File: src/rtl/blackjack_pkg.sv
// rtl/blackjack_pkg.sv - shared widths, limits, outcome codes and state type for the bankroll ledger
package blackjack_pkg;

  localparam int BANK_W   = 11;
  localparam int BET_W    = 8;
  localparam int BANK_MIN = -999;
  localparam int BANK_MAX = 999;

  localparam logic [1:0] LOSE      = 2'd0;
  localparam logic [1:0] PUSH      = 2'd1;
  localparam logic [1:0] WIN       = 2'd2;
  localparam logic [1:0] BLACKJACK = 2'd3;

  typedef enum logic [1:0] {
    S_IDLE,
    S_WAIT_OUTCOME,
    S_APPLY
  } state_t;

endpackage

File: src/rtl/payout_calc.sv
// rtl/payout_calc.sv - combinational payout: current bankroll, wager and outcome to clamped next bankroll
module payout_calc
  import blackjack_pkg::*;
(
  input  logic signed [BANK_W-1:0] bankroll,
  input  logic        [BET_W-1:0]  bet,
  input  logic        [1:0]        outcome,
  output logic signed [BANK_W-1:0] next_bankroll
);

  // One extra bit so the raw sum never wraps before it is clamped.
  localparam int SUM_W = BANK_W + 1;
  localparam logic signed [SUM_W-1:0] SUM_MIN = SUM_W'(BANK_MIN);
  localparam logic signed [SUM_W-1:0] SUM_MAX = SUM_W'(BANK_MAX);

  logic signed [SUM_W-1:0] bet_s;
  logic signed [SUM_W-1:0] delta;
  logic signed [SUM_W-1:0] sum;

  always_comb begin
    bet_s = $signed({{(SUM_W-BET_W){1'b0}}, bet});
    case (outcome)
      LOSE:    delta = -bet_s;
      PUSH:    delta = '0;
      WIN:     delta = bet_s;
      default: delta = bet_s + (bet_s >>> 1);
    endcase
    sum = $signed({bankroll[BANK_W-1], bankroll}) + delta;
    if (sum < SUM_MIN) begin
      next_bankroll = BANK_W'(BANK_MIN);
    end else if (sum > SUM_MAX) begin
      next_bankroll = BANK_W'(BANK_MAX);
    end else begin
      next_bankroll = sum[BANK_W-1:0];
    end
  end

endmodule

File: src/rtl/bet_settle.sv
// rtl/bet_settle.sv - bankroll ledger: takes one wager, waits for the hand result, applies the payout
module bet_settle
  import blackjack_pkg::*;
#(
  parameter int START_BANK = 200,
  parameter int BET_MAX    = 99
) (
  input  logic                     clk,
  input  logic                     rst,
  input  logic                     bet_valid,
  input  logic        [BET_W-1:0]  bet_amount,
  output logic                     bet_ready,
  output logic                     bet_reject,
  input  logic                     outcome_valid,
  input  logic        [1:0]        outcome,
  output logic signed [BANK_W-1:0] bankroll,
  output logic                     bankroll_neg,
  output logic        [BET_W-1:0]  locked_bet,
  output logic                     settle_done,
  output logic                     game_over
);

  localparam logic        [BET_W-1:0]  BET_MAX_V  = BET_W'(BET_MAX);
  localparam logic signed [BANK_W-1:0] BANK_MIN_V = BANK_W'(BANK_MIN);

  state_t                   state, state_nxt;
  logic        [1:0]        outcome_q;
  logic signed [BANK_W-1:0] bank_nxt;
  logic                     bet_legal;
  logic                     bet_take;
  logic                     bet_drop;
  logic                     outcome_take;

  payout_calc u_payout (
    .bankroll      (bankroll),
    .bet           (locked_bet),
    .outcome       (outcome_q),
    .next_bankroll (bank_nxt)
  );

  always_ff @(posedge clk) begin
    if (rst) begin
      state <= S_IDLE;
    end else begin
      state <= state_nxt;
    end
  end

  always_comb begin
    state_nxt    = state;
    bet_ready    = 1'b0;
    bet_take     = 1'b0;
    bet_drop     = 1'b0;
    outcome_take = 1'b0;
    bet_legal    = (bet_amount != '0) && (bet_amount <= BET_MAX_V);
    case (state)
      S_IDLE: begin
        // Once the player is broke, offers are silently ignored rather than rejected.
        bet_ready = !game_over;
        if (bet_valid && !game_over) begin
          if (bet_legal) begin
            bet_take  = 1'b1;
            state_nxt = S_WAIT_OUTCOME;
          end else begin
            bet_drop = 1'b1;
          end
        end
      end
      S_WAIT_OUTCOME: begin
        if (outcome_valid) begin
          outcome_take = 1'b1;
          state_nxt    = S_APPLY;
        end
      end
      S_APPLY: state_nxt = S_IDLE;
      default: state_nxt = S_IDLE;
    endcase
  end

  always_ff @(posedge clk) begin
    if (rst) begin
      bankroll    <= BANK_W'(START_BANK);
      locked_bet  <= '0;
      outcome_q   <= LOSE;
      bet_reject  <= 1'b0;
      settle_done <= 1'b0;
      game_over   <= 1'b0;
    end else begin
      bet_reject  <= bet_drop;
      settle_done <= (state == S_APPLY);
      if (bet_take) begin
        locked_bet <= bet_amount;
      end
      if (outcome_take) begin
        outcome_q <= outcome;
      end
      if (state == S_APPLY) begin
        bankroll   <= bank_nxt;
        locked_bet <= '0;
        if (bank_nxt == BANK_MIN_V) begin
          game_over <= 1'b1;
        end
      end
    end
  end

  assign bankroll_neg = bankroll[BANK_W-1];

endmodule
File: config.mk
export PLATFORM = sky130hd
export DESIGN_NAME = bet_settle
export DESIGN_NICKNAME = d
export VERILOG_FILES = /design/src/rtl/blackjack_pkg.sv /design/src/rtl/payout_calc.sv /design/src/rtl/bet_settle.sv
export SDC_FILE = /design/constraint.sdc
export NUM_CORES = 1
export LEC_CHECK = 0
export ABC_AREA = 1
export CAP_MARGIN = 20
export CORE_ASPECT_RATIO = 1.2
export CORE_MARGIN = 2
export CORE_UTILIZATION = 55
export CTS_BUF_LIST = sky130_fd_sc_hd__clkbuf_16
export DETAILED_ROUTE_END_ITERATION = 8
export HOLD_SLACK_MARGIN = 0.05
export PLACE_DENSITY = 0.82
export SETUP_SLACK_MARGIN = 0.15
export SLEW_MARGIN = 20
export SYNTH_ARGS = -nofsm -noshare
export SYNTH_HDL_FRONTEND = slang
export SYNTH_HIERARCHICAL = 1
export SYNTH_SLANG_ARGS = --single-unit
File: constraint.sdc
create_clock -name clk -period 3.9 [get_ports clk]
set_clock_uncertainty 0.1 [all_clocks]
set_input_delay 0.78 -clock clk [delete_from_list [all_inputs] [get_ports clk]]
set_output_delay 0.78 -clock clk [all_outputs]
set_load 0.03 [all_outputs]
# Yosys cells after proc, flatten, opt, wreduce, memory -nomap -nowiden
# Cells that the tools add are included.
[totals] regBits=26 out_inout_bits=24
[op_classes] addsub=3 n_lt_le_gt_ge=3 n_eq_ne=8 n_mux=14 bitwise=2 reduce_logical=10
[op_table] operator="$pmux 12 s3" count=1
[op_table] operator="$mux 11" count=2
[op_table] operator="$add 11x12->12" count=1
[op_table] operator="$gt 12x11->1 const B" count=1
[op_table] operator="$lt 12x11->1 const B" count=1
[op_table] operator="$neg 8->12" count=1
[op_table] operator="$eq 11x11->1 const B" count=1
[op_table] operator="$add 8x7->9" count=1
[op_table] operator="$le 8x7->1 const B" count=1
[op_table] operator="$reduce_bool 8->1" count=1
[op_table] operator="$mux 1" count=7
[op_table] operator="$mux 2" count=3
[op_table] operator="$ne 2x2->1 const B" count=3
[op_table] operator="$eq 2x1->1 const B" count=2
[op_table] operator="$eq 2x2->1 const B" count=2
[op_table] operator="$logic_not 2->1" count=2
[op_table] operator="$pmux 2 s2" count=1
[op_table] operator="$reduce_and 3->1" count=1
[op_table] operator="$reduce_or 3->1" count=1
[op_table] operator="$logic_and 1x1->1" count=2
[op_table] operator="$not 1->1" count=2
[op_table] operator="$reduce_and 2->1" count=1
[op_table] operator="$reduce_or 2->1" count=1
[op_table] operator="$logic_not 1->1" count=1

# Logic depth before layout (Yosys ltp)
[depth] word_depth=8 mapped_depth=30 depth_no_buf=30

# Modules after synthesis
# The synthesis kept the hierarchy.
[modules_own_cells] mod="payout_calc" n_inst=1 cells_each=273 area_per_inst_um2=1581.5 seq_area_each_um2=0.0
[modules_own_cells] mod="bet_settle" n_inst=1 cells_each=132 area_per_inst_um2=1058.5 seq_area_each_um2=520.5

# Worst setup path before layout
# No wires, ideal clock.
[synth_timing] path_kind="reg2reg" start="register locked_bet[2]" end="register game_over" setup_time_ps=69 arrival_time_ps=3644 required_time_ps=3731 setup_slack_ps=88 path_stages_with_launch=27 n_path_buf=0 period_less_slack_ps=3812 cell_sequence="dfxtp_1 inv_1 ha_1 a21o_1 a31oi_1 inv_1 nand2_1 nand2_1 a21oi_1 nand2_1 nand2_1 o21ai_0 ha_1 nand2_2 nor2_1 nand2_2 nand2_2 nand2_1 nand2_1 nand2_1 nor2_2 nand3_2 a21oi_4 a21oi_1 nor4_1 nand3_1 o21ai_1"
[synth_between] elab_chain_cells=8 elab_cells_between_ends=10 cone_classes="add/sub: 3; order compare: 2; eq/ne: 1; mux: 3; reduce/logical: 1"
[synth_rtl] element="from (decl)" line_no="bet_settle.sv:18" text="output logic [BET_W-1:0] locked_bet,"
[synth_rtl] element="from (signal assigned)" line_no="bet_settle.sv:92" text="locked_bet <= bet_amount;"
[synth_rtl] element="$add 8x7->9 or $neg 8->12 (tied branches)" line_no="payout_calc.sv:26, payout_calc.sv:23"
[synth_rtl] element="$pmux 12 s3 (*)" line_no="payout_calc.sv:22" text="case (outcome)"
[synth_rtl] element="$add 11x12->12 (*)" line_no="payout_calc.sv:28" text="sum = $signed({bankroll[BANK_W-1], bankroll}) + delta;"
[synth_rtl] element="$gt 12x11->1" line_no="payout_calc.sv:31" text="end else if (sum > SUM_MAX) begin"
[synth_rtl] element="$mux 11" line_no="payout_calc.sv:31"
[synth_rtl] element="$mux 11 (*)" line_no="payout_calc.sv:29" text="if (sum < SUM_MIN) begin"
[synth_rtl] element="net bank_nxt[6]" line_no="bet_settle.sv:28" text="logic signed [BANK_W-1:0] bank_nxt;"
[synth_rtl] element="$eq 11x11->1 (*)" line_no="bet_settle.sv:100" text="if (bank_nxt == BANK_MIN_V) begin"
[synth_rtl] element="$reduce_and 2->1 (no line) (*)"
[synth_rtl] element="to (signal assigned)" line_no="bet_settle.sv:87" text="game_over <= 1'b0;"
[synth_rtl] element="to (signal assigned)" line_no="bet_settle.sv:101" text="game_over <= 1'b1;"
[synth_rtl] element="to (decl)" line_no="bet_settle.sv:20" text="output logic game_over"
# Mark *: on every way through the listed nets, which the timed path passes. The rest lies on a longest branch.
# A chain may end at the register's enable or synchronous reset.

# Final worst setup path
[layout_timing] start="register locked_bet[0]" end="register game_over"
# The elaborated chain is that of the path after synthesis.

==> impl_metrics.toml <==
[run_status]
status = "finished clean"

[sta]
fin_crit_ns = 3.86
fin_tns_setup_ns = 0
rsz0062_at_grt = "yes"
fin_crit_sh_pct = 99.1
tightestPinTransition_ns = 0.467
max_freq_mhz = 259
hold_violations = 0
setup_viol = 0
slew-limit-headroom_pct = 68.8
finalMaxSlewViolations = 0

[grt]
grt_max_degree = 18
met1_usage_pct = 30.2
grt.met2_usage_pct = 53.4
antenna_found_initial = 0
overflow = 0
grt_pass1_vias = 2754
grtUsageTotal_pct = 27.7
grt_pass1_wl_um = 11600
grt-busiest-layer = "met2"
use_met3_pct = 3.24

[drt]
viasPerCell = 5.67
wirelength_um = 7790
drc_errors = 0
num_vias = 2979
drtIter0Drc = 203
final_antenna_net_count = 0
drt-pass1-iter-count = 6
wl_per_cell_um = 14.8

[die]
die-area_um2 = 5370
start_util_pct = 57.5
coreArea_um2 = 4590
die_h_um = 79.9
die_w_um = 67.2
ioPinCount = 38
rows = 27

[cts]
clk_pin_slew_ns = 0.07
cts_buffers = 3
clock-root-buffer = "clkbuf_16"
clk_latency_ns = 0.26
htree_num_levels = 1
clock-sinks = 26
clk_path_buf_depth = 2
hold_buffers = 0
cts_tree = "built"

[worst_setup_path]
worstSetupEndpointType = "flop"
crit_arrival_ns = 3.96
start_kind = "flop"
crit_fanout = 6
slowest_delay_ns = 0.34
reg2regPathDepth = 22
cpMaxStageDelayCell = "dfxtp_2"
critPathKind = "reg2reg"
cp_data_required_time_ns = 4.00
crit_top_cell = "nand2_1"
critical_path.cell_chain = "buf_4, inv_1, ha_1, nand2_1, o21ai_0, o21ai_0, a21oi_1, ha_1, nand2_1, nand2_1, inv_1, nand4_1, nand2_1, nand2_1, nor2_4, nand3_4, a21oi_4, buf_6, a21oi_2, nor4_1, nand3_1, o21ai_1"
cp_num_cells = 22
cp_top_family = "simple AND/OR/NAND/NOR gates"
path_buf_inv = 4

[synth]
yosysTopAreaCellShare_pct = 19.7
synth_cell_types = 41
netlist_area_um2 = 2640
synthArstFlopShare_pct = 0
synth_top_area_cell = "dfxtp_1"
synth_ff_type = "dfxtp_1"
ys_seq_area_share_pct = 19.7
postSynthNetCount = 449
ys_warn_count = 6
synth_area_leaders = "dfxtp_1 20%, nand2_1 14%, ha_1 13%, inv_1 10%, nand3_1 5.9%"
avgSynthCellArea_um2 = 6.52
ys_ff_latch = 26
synth_edf_count = 0
synth_cells = 405

[place]
port_buffers = 37
hpwlAfterDp_um = 5400
gp_congestion = 0.869

[layout]
drive_gt1_share_pct = 24.2
insertedDiodeCount = 0
syn2layout_area_growth_pct = 37.3
final_nets = 512

[power]
ir_drop_uv = 197
total_power_mw = 1.56
p_per_area_nw_per_um2 = 431
power_leakage_nw = 1.82

[run]
cap_violations = 0

[hold_path]
whs_path_depth = 2
hold_class = "reg2reg"
## logic make-up after synthesis
logic type      share of synthesized area [%]
simple gates                             33.4
xor+xnor                                 2.65
flops                                    19.7
compound gates                           16.9
fa+ha+maj                                14.8
buf+inv                                  12.6
## registers in the layout, indices dropped and copies added, names as in the netlist
| signal | flops |
|---|---|
| outcome_q | 2 |
| game_over | 1 |
| settle_done | 1 |
| locked_bet | 8 |
| bet_reject | 1 |
| state | 2 |
| bankroll | 11 |
## area by class of cell
cell class / count / area (µm²)
Clock buffer: 3 / 75.1
Clock inverter: 1 / 30.0
Fill cell: 339 / 971
Inverter: 79 / 302
Multi-Input combinational cell: 298 / 2060
Sequential cell: 26 / 528
Tap cell: 58 / 72.6
Timing Repair Buffer: 60 / 558
## Yosys cell counts, types with 2 or more instances
master / instances
ha_1: 28
a21oi_1: 25
a21oi_4: 3
nor2_4: 2
dfxtp_1: 26
o21ai_0: 17
nand3_1: 31
fa_1: 2
o22a_1: 3
nand2_2: 12
a31oi_1: 3
a22o_1: 6
inv_2: 6
o221ai_1: 2
nand2_1: 97
nor2_1: 36
inv_1: 71
a21o_1: 2
nand4_1: 5
o211ai_1: 3
nand3_2: 4
xor2_1: 2
## worst paths after layout
| path | from | end | slack [ns] |
|---|---|---|---|
| worst max register to register | locked_bet[0] | game_over | 0.04 |
| worst min register to register | state[0] | state[0] | 0.43 |
| worst min-delay path | state[0] | state[0] | 0.43 |
| worst max-delay path | locked_bet[0] | game_over | 0.04 |
## worst min-delay path: stages (launching register included)
cell and delay, ns:
dfxtp_1 0.33, nand3b_1 0.09, a21oi_1 0.06
## metrics by stage
stage               utilization (%)  cells  worst slack (ns)  hold slack (ns)  area [µm²]
finish                         78.9    525            0.0357            0.426        3620
global route                   78.9    525            -0.165            0.462        3620
CTS                            73.8    520             0.162            0.423        3390
detailed placement             68.8    511           -0.0696            0.411        3160
global placement               68.8    511            0.0437            0.401        3160
floorplan                         -    405             0.203            0.384        2650
## layer usage
metal,wire length [µm],share of wire [%],vias up
met5,0,0,-
met4,308,4.0,0
met3,345,4.4,43
met2,4160,53,126
met1,2980,38,1374
li1,-,-,1436
## power breakdown
group | total (mW) | switching (mW) | internal (mW)
combinational | 0.966 | 0.583 | 0.383
clock | 0.308 | 0.103 | 0.205
sequential | 0.288 | 0.0115 | 0.276
## cells in the final DEF, fill, tap and decap left out, types with 6 or more instances in the layout
cell type        count
nand2_2             18
nand3_1             28
inv_1               65
dfxtp_1             22
o21ai_0             13
nor2_1              34
buf_4               19
nand2_4              9
ha_1                20
a21oi_1             18
a22o_1               6
nand2_1             84
inv_2               11
clkdlybuf4s50_1     37
## what timing repair did
item	4_1_cts	5_1_grt
pin swaps	16	25
setup endpoints to repair	5	11
cloned	0	1
buffers inserted	5	4
resized for setup	24	49
Note: power is estimated with default switching activity, not from simulation.
